$ cat src/rtl/dmem_arbiter_if.sv
// dmem_arbiter_if: requester ports A/B plus memory bus of the data-memory arbiter.
// err exists only when DMEM_ADDR_CHECK_EN is defined.
interface dmem_arbiter_if #(parameter int AW = 8, parameter int DW = 8);
  logic a_req, b_req, a_we, b_we;
  logic [AW-1:0] a_addr, b_addr;
  logic [DW-1:0] a_wdata, b_wdata;
  logic a_gnt, b_gnt, a_done, b_done;
  logic [DW-1:0] a_rdata, b_rdata;
  logic [AW-1:0] address;
  logic [DW-1:0] write_data;
  logic memwrite, memread;
  logic [DW-1:0] read_data;
`ifdef DMEM_ADDR_CHECK_EN
  logic err;
`endif
  modport master (
`ifdef DMEM_ADDR_CHECK_EN
    input err,
`endif
    output a_req, b_req, a_we, b_we, a_addr, b_addr, a_wdata, b_wdata, read_data,
    input a_gnt, b_gnt, a_done, b_done, a_rdata, b_rdata, address, write_data, memwrite, memread
  );
  modport slave (
`ifdef DMEM_ADDR_CHECK_EN
    output err,
`endif
    input a_req, b_req, a_we, b_we, a_addr, b_addr, a_wdata, b_wdata, read_data,
    output a_gnt, b_gnt, a_done, b_done, a_rdata, b_rdata, address, write_data, memwrite, memread
  );
endinterface

$ cat src/rtl/dmem_arbiter.sv
// dmem_arbiter: round-robin two-port (A=CPU, B=DMA) arbiter, IDLE->ACCESS->DONE per access.
// Optional macro DMEM_ADDR_CHECK_EN: addresses >= MEM_DEPTH skip memory, return 0 and pulse err.
module dmem_arbiter #(
  parameter int AW = 8,
  parameter int DW = 8,
  parameter int MEM_DEPTH = 64
) (
  input logic clk,
  input logic reset,
  dmem_arbiter_if.slave bus
);
  typedef enum logic [1:0] {IDLE, ACCESS, DONE} state_t;
  state_t state;
  logic last_b, win_q, we_q, oob_q, win_b, sel_we, oob;
  logic [AW-1:0] sel_addr;
  logic [DW-1:0] sel_wdata, rd;
  // B wins alone, or on a tie when A won last
  assign win_b = bus.b_req & (~bus.a_req | ~last_b);
  assign sel_we = win_b ? bus.b_we : bus.a_we;
  assign sel_addr = win_b ? bus.b_addr : bus.a_addr;
  assign sel_wdata = win_b ? bus.b_wdata : bus.a_wdata;
  assign rd = oob_q ? '0 : bus.read_data;
`ifdef DMEM_ADDR_CHECK_EN
  assign oob = 32'(sel_addr) >= MEM_DEPTH;
`else
  assign oob = 1'b0;
`endif
  always_ff @(posedge clk) begin
    if (reset) begin
      state <= IDLE;
      last_b <= 1'b1;
      win_q <= 1'b0;
      we_q <= 1'b0;
      oob_q <= 1'b0;
      bus.a_gnt <= 1'b0;
      bus.b_gnt <= 1'b0;
      bus.a_done <= 1'b0;
      bus.b_done <= 1'b0;
      bus.memwrite <= 1'b0;
      bus.memread <= 1'b0;
      bus.address <= '0;
      bus.write_data <= '0;
      bus.a_rdata <= '0;
      bus.b_rdata <= '0;
`ifdef DMEM_ADDR_CHECK_EN
      bus.err <= 1'b0;
`endif
    end else begin
      case (state)
        IDLE: if (bus.a_req | bus.b_req) begin
          state <= ACCESS;
          win_q <= win_b;
          we_q <= sel_we;
          oob_q <= oob;
          last_b <= win_b;
          bus.a_gnt <= ~win_b;
          bus.b_gnt <= win_b;
          bus.address <= sel_addr;
          bus.write_data <= sel_wdata;
          bus.memwrite <= sel_we & ~oob;
          bus.memread <= ~sel_we & ~oob;
        end
        ACCESS: begin
          state <= DONE;
          bus.a_gnt <= 1'b0;
          bus.b_gnt <= 1'b0;
          bus.memwrite <= 1'b0;
          bus.memread <= 1'b0;
          bus.a_done <= ~win_q;
          bus.b_done <= win_q;
          if (!we_q || oob_q) begin
            if (win_q) bus.b_rdata <= rd;
            else bus.a_rdata <= rd;
          end
`ifdef DMEM_ADDR_CHECK_EN
          bus.err <= oob_q;
`endif
        end
        default: begin
          state <= IDLE;
          bus.a_done <= 1'b0;
          bus.b_done <= 1'b0;
`ifdef DMEM_ADDR_CHECK_EN
          bus.err <= 1'b0;
`endif
        end
      endcase
    end
  end
endmodule

$ cat src/flat_wrapper.sv
// flat-port wrapper written by rule: the top's interface ports become plain ports
module dmem_arbiter_flat 
#(
  parameter int AW = 8,
  parameter int DW = 8,
  parameter int MEM_DEPTH = 64
)
  (clk, reset, bus_a_req, bus_b_req, bus_a_we, bus_b_we, bus_a_addr, bus_b_addr, bus_a_wdata, bus_b_wdata, bus_read_data, bus_a_gnt, bus_b_gnt, bus_a_done, bus_b_done, bus_a_rdata, bus_b_rdata, bus_address, bus_write_data, bus_memwrite, bus_memread);
  dmem_arbiter_if #(.AW(AW), .DW(DW)) bus_i ();
  input logic clk;
  input logic reset;
  input wire logic [$bits(bus_i.a_req)-1:0] bus_a_req;
  input wire logic [$bits(bus_i.b_req)-1:0] bus_b_req;
  input wire logic [$bits(bus_i.a_we)-1:0] bus_a_we;
  input wire logic [$bits(bus_i.b_we)-1:0] bus_b_we;
  input wire logic [$bits(bus_i.a_addr)-1:0] bus_a_addr;
  input wire logic [$bits(bus_i.b_addr)-1:0] bus_b_addr;
  input wire logic [$bits(bus_i.a_wdata)-1:0] bus_a_wdata;
  input wire logic [$bits(bus_i.b_wdata)-1:0] bus_b_wdata;
  input wire logic [$bits(bus_i.read_data)-1:0] bus_read_data;
  output wire logic [$bits(bus_i.a_gnt)-1:0] bus_a_gnt;
  output wire logic [$bits(bus_i.b_gnt)-1:0] bus_b_gnt;
  output wire logic [$bits(bus_i.a_done)-1:0] bus_a_done;
  output wire logic [$bits(bus_i.b_done)-1:0] bus_b_done;
  output wire logic [$bits(bus_i.a_rdata)-1:0] bus_a_rdata;
  output wire logic [$bits(bus_i.b_rdata)-1:0] bus_b_rdata;
  output wire logic [$bits(bus_i.address)-1:0] bus_address;
  output wire logic [$bits(bus_i.write_data)-1:0] bus_write_data;
  output wire logic [$bits(bus_i.memwrite)-1:0] bus_memwrite;
  output wire logic [$bits(bus_i.memread)-1:0] bus_memread;
  assign bus_i.a_req = bus_a_req;
  assign bus_i.b_req = bus_b_req;
  assign bus_i.a_we = bus_a_we;
  assign bus_i.b_we = bus_b_we;
  assign bus_i.a_addr = bus_a_addr;
  assign bus_i.b_addr = bus_b_addr;
  assign bus_i.a_wdata = bus_a_wdata;
  assign bus_i.b_wdata = bus_b_wdata;
  assign bus_i.read_data = bus_read_data;
  assign bus_a_gnt = bus_i.a_gnt;
  assign bus_b_gnt = bus_i.b_gnt;
  assign bus_a_done = bus_i.a_done;
  assign bus_b_done = bus_i.b_done;
  assign bus_a_rdata = bus_i.a_rdata;
  assign bus_b_rdata = bus_i.b_rdata;
  assign bus_address = bus_i.address;
  assign bus_write_data = bus_i.write_data;
  assign bus_memwrite = bus_i.memwrite;
  assign bus_memread = bus_i.memread;
  dmem_arbiter #(.AW(AW), .DW(DW), .MEM_DEPTH(MEM_DEPTH)) u_core (.clk(clk), .reset(reset), .bus(bus_i));
endmodule
$ cat config.mk
export PLATFORM = sky130hd
export DESIGN_NAME = dmem_arbiter_flat
export DESIGN_NICKNAME = d
export VERILOG_FILES = /design/src/rtl/dmem_arbiter_if.sv /design/src/rtl/dmem_arbiter.sv /design/src/flat_wrapper.sv
export SDC_FILE = /design/constraint.sdc
export NUM_CORES = 1
export LEC_CHECK = 0
export CORE_MARGIN = 10
export CORE_UTILIZATION = 40
export CTS_CLUSTER_DIAMETER = 60
export DETAILED_ROUTE_END_ITERATION = 10
export MAX_ROUTING_LAYER = met4
export PLACE_DENSITY = 0.76
export SLEW_MARGIN = 25
export SYNTH_ARGS = -nofsm -noshare
export SYNTH_HDL_FRONTEND = slang
export SYNTH_SLANG_ARGS = --single-unit
$ cat constraint.sdc
create_clock -name clk -period 1.43 [get_ports clk]
set_input_delay 0.286 -clock clk [delete_from_list [all_inputs] [get_ports clk]]
set_output_delay 0.286 -clock clk [all_outputs]
set_load 0.02 [all_outputs]
==> Implementation_results.wiki <==
{| class="wikitable"
! Metric !! Value
|-
| Sequence of cells on the critical path || and2b_2 -> nor4_4 -> buf_4 -> clkbuf_16 -> a22oi_2 -> a21oi_1
|-
| Crit-path leading delay family || simple AND/OR/NAND/NOR gates
|-
| Full die area || around 7400 um^2
|-
| Worst path max stage delay || 0.36 ns
|-
| Number of I/O port buffers || 83
|-
| Number of buffers added by the clock tree synthesis step || 5
|-
| CP max-delay cell || dfxtp_2
|-
| DRT Wirelength || 5060 um
|-
| Total number of vias || roughly 1600
|-
| HPWL after detailed placement || 3780 um
|-
| Most common cell after layout, fill and taps aside || clkdlybuf4s50_1
|-
| Number of maximum-capacitance constraint violations || 0
|-
| Worst rel slew slack || 75.4%
|-
| Setup Viol. Count Final || 0
|-
| Maximum level of the CTS H-tree || 2
|-
| Total routing usage reported by global routing || between 10% and 20%
|-
| Synth warn || 0
|-
| Worst Setup Path Type || reg -> reg
|-
| Violation count after the first detailed-route iteration || 53
|-
| Synth cell types || 29
|-
| Count of inserted antenna diode cells || 0
|-
| CTS root buf || clkbuf_8
|-
| Most frequent cells in the layout || 43 x clkdlybuf4s50_1, 41 x dfxtp_1, 38 x dlygate4sd2_1
|-
| Register clock-pin slew on the reported worst setup and hold paths || 0.08 ns
|-
| Worst setup path endpoint || u_core.bus.write_data[1]
|-
| Power per unit of standard cell area || approximately 1000 nW/um^2
|-
| Total stage count of the critical path || 6
|-
| Die width || 86.2 um
|-
| GP Congestion || 0.724
|-
| CTS tree || built
|-
| Cell count of the worst reg-to-reg path || 6
|-
| Vias in the first global route || 1690
|-
| Worst setup path startpoint || u_core.last_b
|-
| Initial antenna violation count || 0
|-
| Hold buffer count at CTS || 0
|-
| Clock sinks || 43
|-
| Grt ovf || 0
|-
| Met2 track utilization from global routing || a little over a fifth
|-
| Syn Nets || around 230
|-
| Sequential area share after synthesis || 49.1%
|-
| Maximum buffer depth of the clock tree || 2
|-
| Reg-to-reg slack, setup || 0.07 ns
|-
| Crit share post-route || 95.2%
|-
| Pin count of the biggest net entering global routing || 31
|-
| Transition at the pin with the smallest max-transition slack || around 0.37 ns
|-
| Detailed-route vias per instance || 4.78
|-
| Row count || 24
|-
| Remaining antenna violation count || 0
|-
| Max FO, Critical Path || 8
|-
| Leakage component of the power || 0.00123 uW
|-
| # DRC || 0
|-
| Run status || finished clean
|-
| Endpoint class of the critical path || flip-flop
|-
| Worst hold margin || 0.454 ns
|-
| Final routed wire length divided by cell count || roughly 15 um
|-
| Cell area after layout || 2870 um^2
|-
| Post-synthesis area per instance || 9.47 um^2
|-
| Setup skew after layout || 0.00431 ns
|-
| Total I/O pin count || 84
|-
| Max-slew violations || 0
|-
| Latest clock arrival within the worst-skew pair || approximately 0.29 ns
|-
| Maximum ir drop on the vdd rail || between 0.5 and 0.6 mV
|-
| Met3 usage || 4.22%
|-
| GR met1 Demand/Resource || 16.9%
|-
| Worst Hold Class || reg -> reg
|-
| Floorplan die height || 86.2 um
|-
| CP required || roughly 1.7 ns
|-
| Fillcell total || 371
|-
| Effective utilization at floorplan || 40.8%
|-
| Achievable clock frequency || 734 MHz
|-
| Critical register-to-register path startpoint || u_core.last_b
|-
| First-pass GRT wire length || just over 8000 um
|-
| Total number of nets in the final design || 329
|-
| Capture instance of the worst register-to-register path || u_core.bus.write_data[1]
|-
| Post-Syn Instances || 185
|-
| Number of flip-flops and latches in the synthesized netlist || 43
|-
| Area of the mapped netlist || about 1800 um^2
|-
| Highest-utilization routing layer at the global route stage || met2
|-
| Final hold violations || 0
|-
| Area growth from synthesis to layout || 63.6%
|-
| Bufs and invs on worst path || 2
|-
| Count of flip-flops with a built-in enable after synthesis || 0
|-
| Async set-reset flop share out of synthesis || 0%
|-
| Total core area || 4290 um^2
|-
| Total iterations of the first detailed-routing run || 3
|-
| Arrival time reported for the critical path endpoint || around 1.6 ns
|-
| Flip-flop cell with the highest count after synthesis || dfxtp_1
|-
| Fin crit period || 1.36 ns
|-
| Total placed instance area || 2750 um^2
|-
| Layout cell share with drive strength beyond 1 || 17.6%
|-
| Kind of start point of the critical path || flip-flop
|}
==> stage by stage <==
stage          util (%)  setup slack [ns]  cells  setup TNS, ns  total power (uW)
2_1_floorplan         -             0.142    185              0              1730
3_3_place_gp       64.0            -0.208    324          -4.00              2110
3_5_place_dp       64.0            -0.274    324          -4.77              2120
4_1_cts            65.2            0.0119    332              0              2910
5_1_grt            66.8          -0.00549    336       -0.00800              3060
6_report           66.8            0.0681    336              0              2900
==> state kept, by name, summed over array words and instances, names as in the netlist <==
register	cells
u_core.bus.a_done	1
u_core.bus.a_gnt	1
u_core.bus.a_rdata	8
u_core.bus.address	8
u_core.bus.b_done	1
u_core.bus.b_gnt	1
u_core.bus.b_rdata	8
u_core.bus.memread	1
u_core.bus.memwrite	1
u_core.bus.write_data	8
u_core.last_b	1
u_core.state	2
u_core.we_q	1
u_core.win_q	1
==> worst min path at each step <==
| stage | from | endpoint | slack (ns) | cells after the start |
|---|---|---|---|---|
| 5_1_grt | u_core.bus.a_rdata[5] | u_core.bus.a_rdata[5] | 0.48 | 2 |
| 3_5_place_dp | u_core.bus.a_rdata[0] | u_core.bus.a_rdata[0] | 0.45 | 2 |
| 4_1_cts | u_core.bus.a_rdata[1] | u_core.bus.a_rdata[1] | 0.46 | 2 |
| 6_report | u_core.bus.a_rdata[1] | u_core.bus.a_rdata[1] | 0.45 | 2 |
| 2_1_floorplan | bus_read_data[0] | u_core.bus.a_rdata[0] | 0.42 | 2 |
| 3_3_place_gp | u_core.bus.a_rdata[4] | u_core.bus.a_rdata[4] | 0.44 | 2 |
==> routing by layer <==
layer  routed length (um)  share of wire (%)  up-vias
met3                  318                6.3        7
met2                 2390                 47       50
met4                   58                1.1        0
li1                     -                  -      836
met1                 2300                 45      712
met5                    0                  0        -
==> worst register-to-register path: stages (launching register included) <==
cell and delay [ns]:
dfxtp_2 0.36, and2b_2 0.25, nor4_4 0.18, buf_4 0.17
clkbuf_16 0.15, a22oi_2 0.05, a21oi_1 0.15
==> synth_stat cells (3+ instances only) <==
cell      instances  area share [%]
a22oi_2          10             7.1
clkbuf_1          6             1.3
nand2_1          37             7.9
nor2_1           14             3.0
buf_4             4             1.7
o21ai_0           4             1.1
nor3_1            3            0.86
dfxtp_1          43              49
a21oi_1          26             7.4
a22oi_1           6             2.6
mux2i_1          11             6.3
==> power breakdown <==
group / internal (uW) / total [uW] / switching [uW]
Combinational: 374 / 719 / 344
Clock: 441 / 837 / 396
Sequential: 1280 / 1340 / 61.2
==> cell type report <==
cell class	instances	area (um^2)	area share, %
timing repair buffer	103	1010	35.1
sequential	43	863	30.1
multi-input combinational	127	821	28.6
clock buffer	8	100	3.49
tap	52	65.1	2.27
inverter	3	11.3	0.393
==> repair_timing <==
item,in CTS,in global routing
pin swaps,0,1
endpoints found under the setup margin,38,22
buffers inserted,0,3
resized for setup,38,7
cloned,0,1
==> logic make-up after synthesis <==
kind of cell           synth area share (%)
AOI/OAI and AO/OA                      22.3
buffers and inverters                  4.93
and+or+nand+nor                        17.4
DFF                                    49.1
muxes                                  6.29
Note: power is estimated with default switching activity, not from simulation.
==> RTL edit, RTL diff (same settings) <==
`DW` is set to 8 in 3 places; all go to 9.
--- a/src/rtl/dmem_arbiter_if.sv
+++ b/src/rtl/dmem_arbiter_if.sv
@@ -1,6 +1,6 @@
 // dmem_arbiter_if: requester ports A/B plus memory bus of the data-memory arbiter.
 // err exists only when DMEM_ADDR_CHECK_EN is defined.
-interface dmem_arbiter_if #(parameter int AW = 8, parameter int DW = 8);
+interface dmem_arbiter_if #(parameter int AW = 8, parameter int DW = 9);
   logic a_req, b_req, a_we, b_we;
   logic [AW-1:0] a_addr, b_addr;
   logic [DW-1:0] a_wdata, b_wdata;
--- a/src/rtl/dmem_arbiter.sv
+++ b/src/rtl/dmem_arbiter.sv
@@ -2,7 +2,7 @@
 // Optional macro DMEM_ADDR_CHECK_EN: addresses >= MEM_DEPTH skip memory, return 0 and pulse err.
 module dmem_arbiter #(
   parameter int AW = 8,
-  parameter int DW = 8,
+  parameter int DW = 9,
   parameter int MEM_DEPTH = 64
 ) (
   input logic clk,
--- a/src/flat_wrapper.sv
+++ b/src/flat_wrapper.sv
@@ -2,7 +2,7 @@
 module dmem_arbiter_flat 
 #(
   parameter int AW = 8,
-  parameter int DW = 8,
+  parameter int DW = 9,
   parameter int MEM_DEPTH = 64
 )
   (clk, reset, bus_a_req, bus_b_req, bus_a_we, bus_b_we, bus_a_addr, bus_b_addr, bus_a_wdata, bus_b_wdata, bus_read_data, bus_a_gnt, bus_b_gnt, bus_a_done, bus_b_done, bus_a_rdata, bus_b_rdata, bus_address, bus_write_data, bus_memwrite, bus_memread);
Ports: changed (6 resized); port bits go from 84 to 90. No check against the original RTL was run, so the function may have changed too.
==> RTL edit against the original RTL <==
- combinational power grew 9.5%
- core utilization up 0.40 points
- sequential power grew 7%
- power grew 5.4%
- maximum frequency rose by 1.1%
- area after synthesis increased by 3.4%
- via count is 14% higher
- cell count increased by 10%
- wire length rose by 8.9%
- final area up 2.7%
- sequential cell count increased by 3
- worst setup slack gained 0.014 ns
==> RTL edit: results (changes against the original RTL) <==
Reg2Reg Capture Point = u_core.bus.b_rdata[4] (was u_core.bus.write_data[1])
fin cells = 371 (was 336)
met3 WL = 606 um (was 318 um)
met2 Use GR = 22.88% (was 21.03%)
Synth area leaders = dfxtp_1 51%, nand2_1 16%, a311oi_1 7.7% (was dfxtp_1 49%, nand2_1 7.9%, a21oi_1 7.4%)
Slew headroom = 78.30% (was 75.37%)
first-pass GRT wire length = 8749 um (was 8252 um)
largest net degree at the start of global routing = 25 (was 31)
DR WL/cell = 14.85 um (was 15.06 um)
Pleak = 1.308 nW (was 1.231 nW)
Max FO, Critical Path = 9 (was 8)
via count = 1,833 (was 1,605)
met1 Use GR = 15.75% (was 16.87%)
r2r worst-path depth = 4 (was 6)
most common cell in the synthesized netlist = nand2_1 (was dfxtp_1)
max incr delay on CP = 0.51 ns (was 0.36 ns)
RR Startpoint = u_core.win_q (was u_core.last_b)
Max IR drop VDD = 564.5 uV (was 558.1 uV)
Synthesized Nets = 269 (was 231)
cell count after synthesis = 220 (was 185)
WHS Endpoint = u_core.bus.a_rdata[8] (was u_core.bus.a_rdata[1])
met1 WL = 2381 um (was 2298 um)
drt first pass iters = 4 (was 3)
nets@finish = 367 (was 329)
Clk Tree Root Cell = clkbuf_8 (unchanged)
initial antenna violation count = 0 (unchanged)
Iteration-0 DRC Markers = 52 (was 53)
WHS = 0.4558 ns (was 0.4536 ns)
status = finished clean (unchanged)
Placed Cells = 362 (was 324)
count of port buffers added during placement = 89 (was 83)
post-synth cell types = 24 (was 29)
share of layout cells above drive strength 1 = 10.97% (was 17.61%)
met3 usage = 7.491% (was 4.221%)
vias in the first global route = 1,918 (was 1,690)
Total GRT Usage = 14.71% (was 13.79%)
Critical Path Slowest Stage Cell = or3_1 (was dfxtp_2)
crit end category = flop (unchanged)
Placed Instance Area = 2839 um2 (was 2746 um2)
most frequent cells after synthesis = 76 x nand2_1, 46 x dfxtp_1, 23 x nor2_1, 22 x a21oi_1, 16 x a311oi_1 (was 43 x dfxtp_1, 37 x nand2_1, 26 x a21oi_1, 14 x nor2_1, 11 x mux2i_1)
routability congestion estimate = 0.7770 (was 0.7235)
worst hold start = u_core.bus.a_rdata[8] (was u_core.bus.a_rdata[1])
==> RTL edit: cell count changes in the layout (fill, tap and decap cells not counted), moves of 5 or more <==
cell	unedited run	this run
nor2_1	14	23
dfxtp_1	41	46
a311oi_2	0	5
mux2i_1	11	2
nand2_1	37	76
a22oi_2	10	0
a22oi_1	6	0
a311oi_1	0	12
==> RTL edit: timing repair <==
action                     in CTS  in global routing
gates resized for setup        41                  8
setup endpoints to repair      41                 16
gates cloned                    0                  1
pin swaps                       0                  0
==> RTL edit: worst reg2reg max path: cells and delay by family (launching register included) <==
kind                   cells  cell delay, ns
AO/OA/AOI/OAI              1            0.07
AND/OR/NAND/NOR            2            0.64
flip-flops                 1            0.42
buffers and inverters      1            0.11
==> RTL edit: through the flow <==
step	setup slack, ns	power, mW
6_report	0.08256	3.057
5_1_grt	0.004387	3.222
4_1_cts	0.05817	3.064
3_5_place_dp	-0.2837	2.301
3_3_place_gp	-0.1993	2.290
2_1_floorplan	0.1660	1.858
==> RTL edit: cells by family (layout without fill, tap and decap cells) <==
logic type | after synthesis | in the layout | synth area share [%]
AO/OA/AOI/OAI | 43 | 43 | 16.92
AND/OR/NAND/NOR | 113 | 113 | 25.48
multiplexers | 2 | 2 | 1.105
flip-flops | 46 | 46 | 50.83
buffers and inverters | 16 | 115 | 5.663
==> RTL edit: layout make-up <==
cell class                 instances  area [um2]
fill                             392        1440
timing repair buffer             106        1040
sequential                        46       920.9
multi-input combinational        158       819.5
clock buffer                       6       82.58
tap                               52       65.06
clock inverter                     2       12.51
inverter                           1       3.754
==> RTL edit: power groups by stage <==
stage	sequential [mW]	clock, mW	combinational, mW
finish	1.44	0.828	0.787
global route	1.46	0.907	0.860
CTS	1.44	0.856	0.766
detailed placement	1.48	0	0.825
global placement	1.47	0	0.818
floorplan	1.58	0	0.277
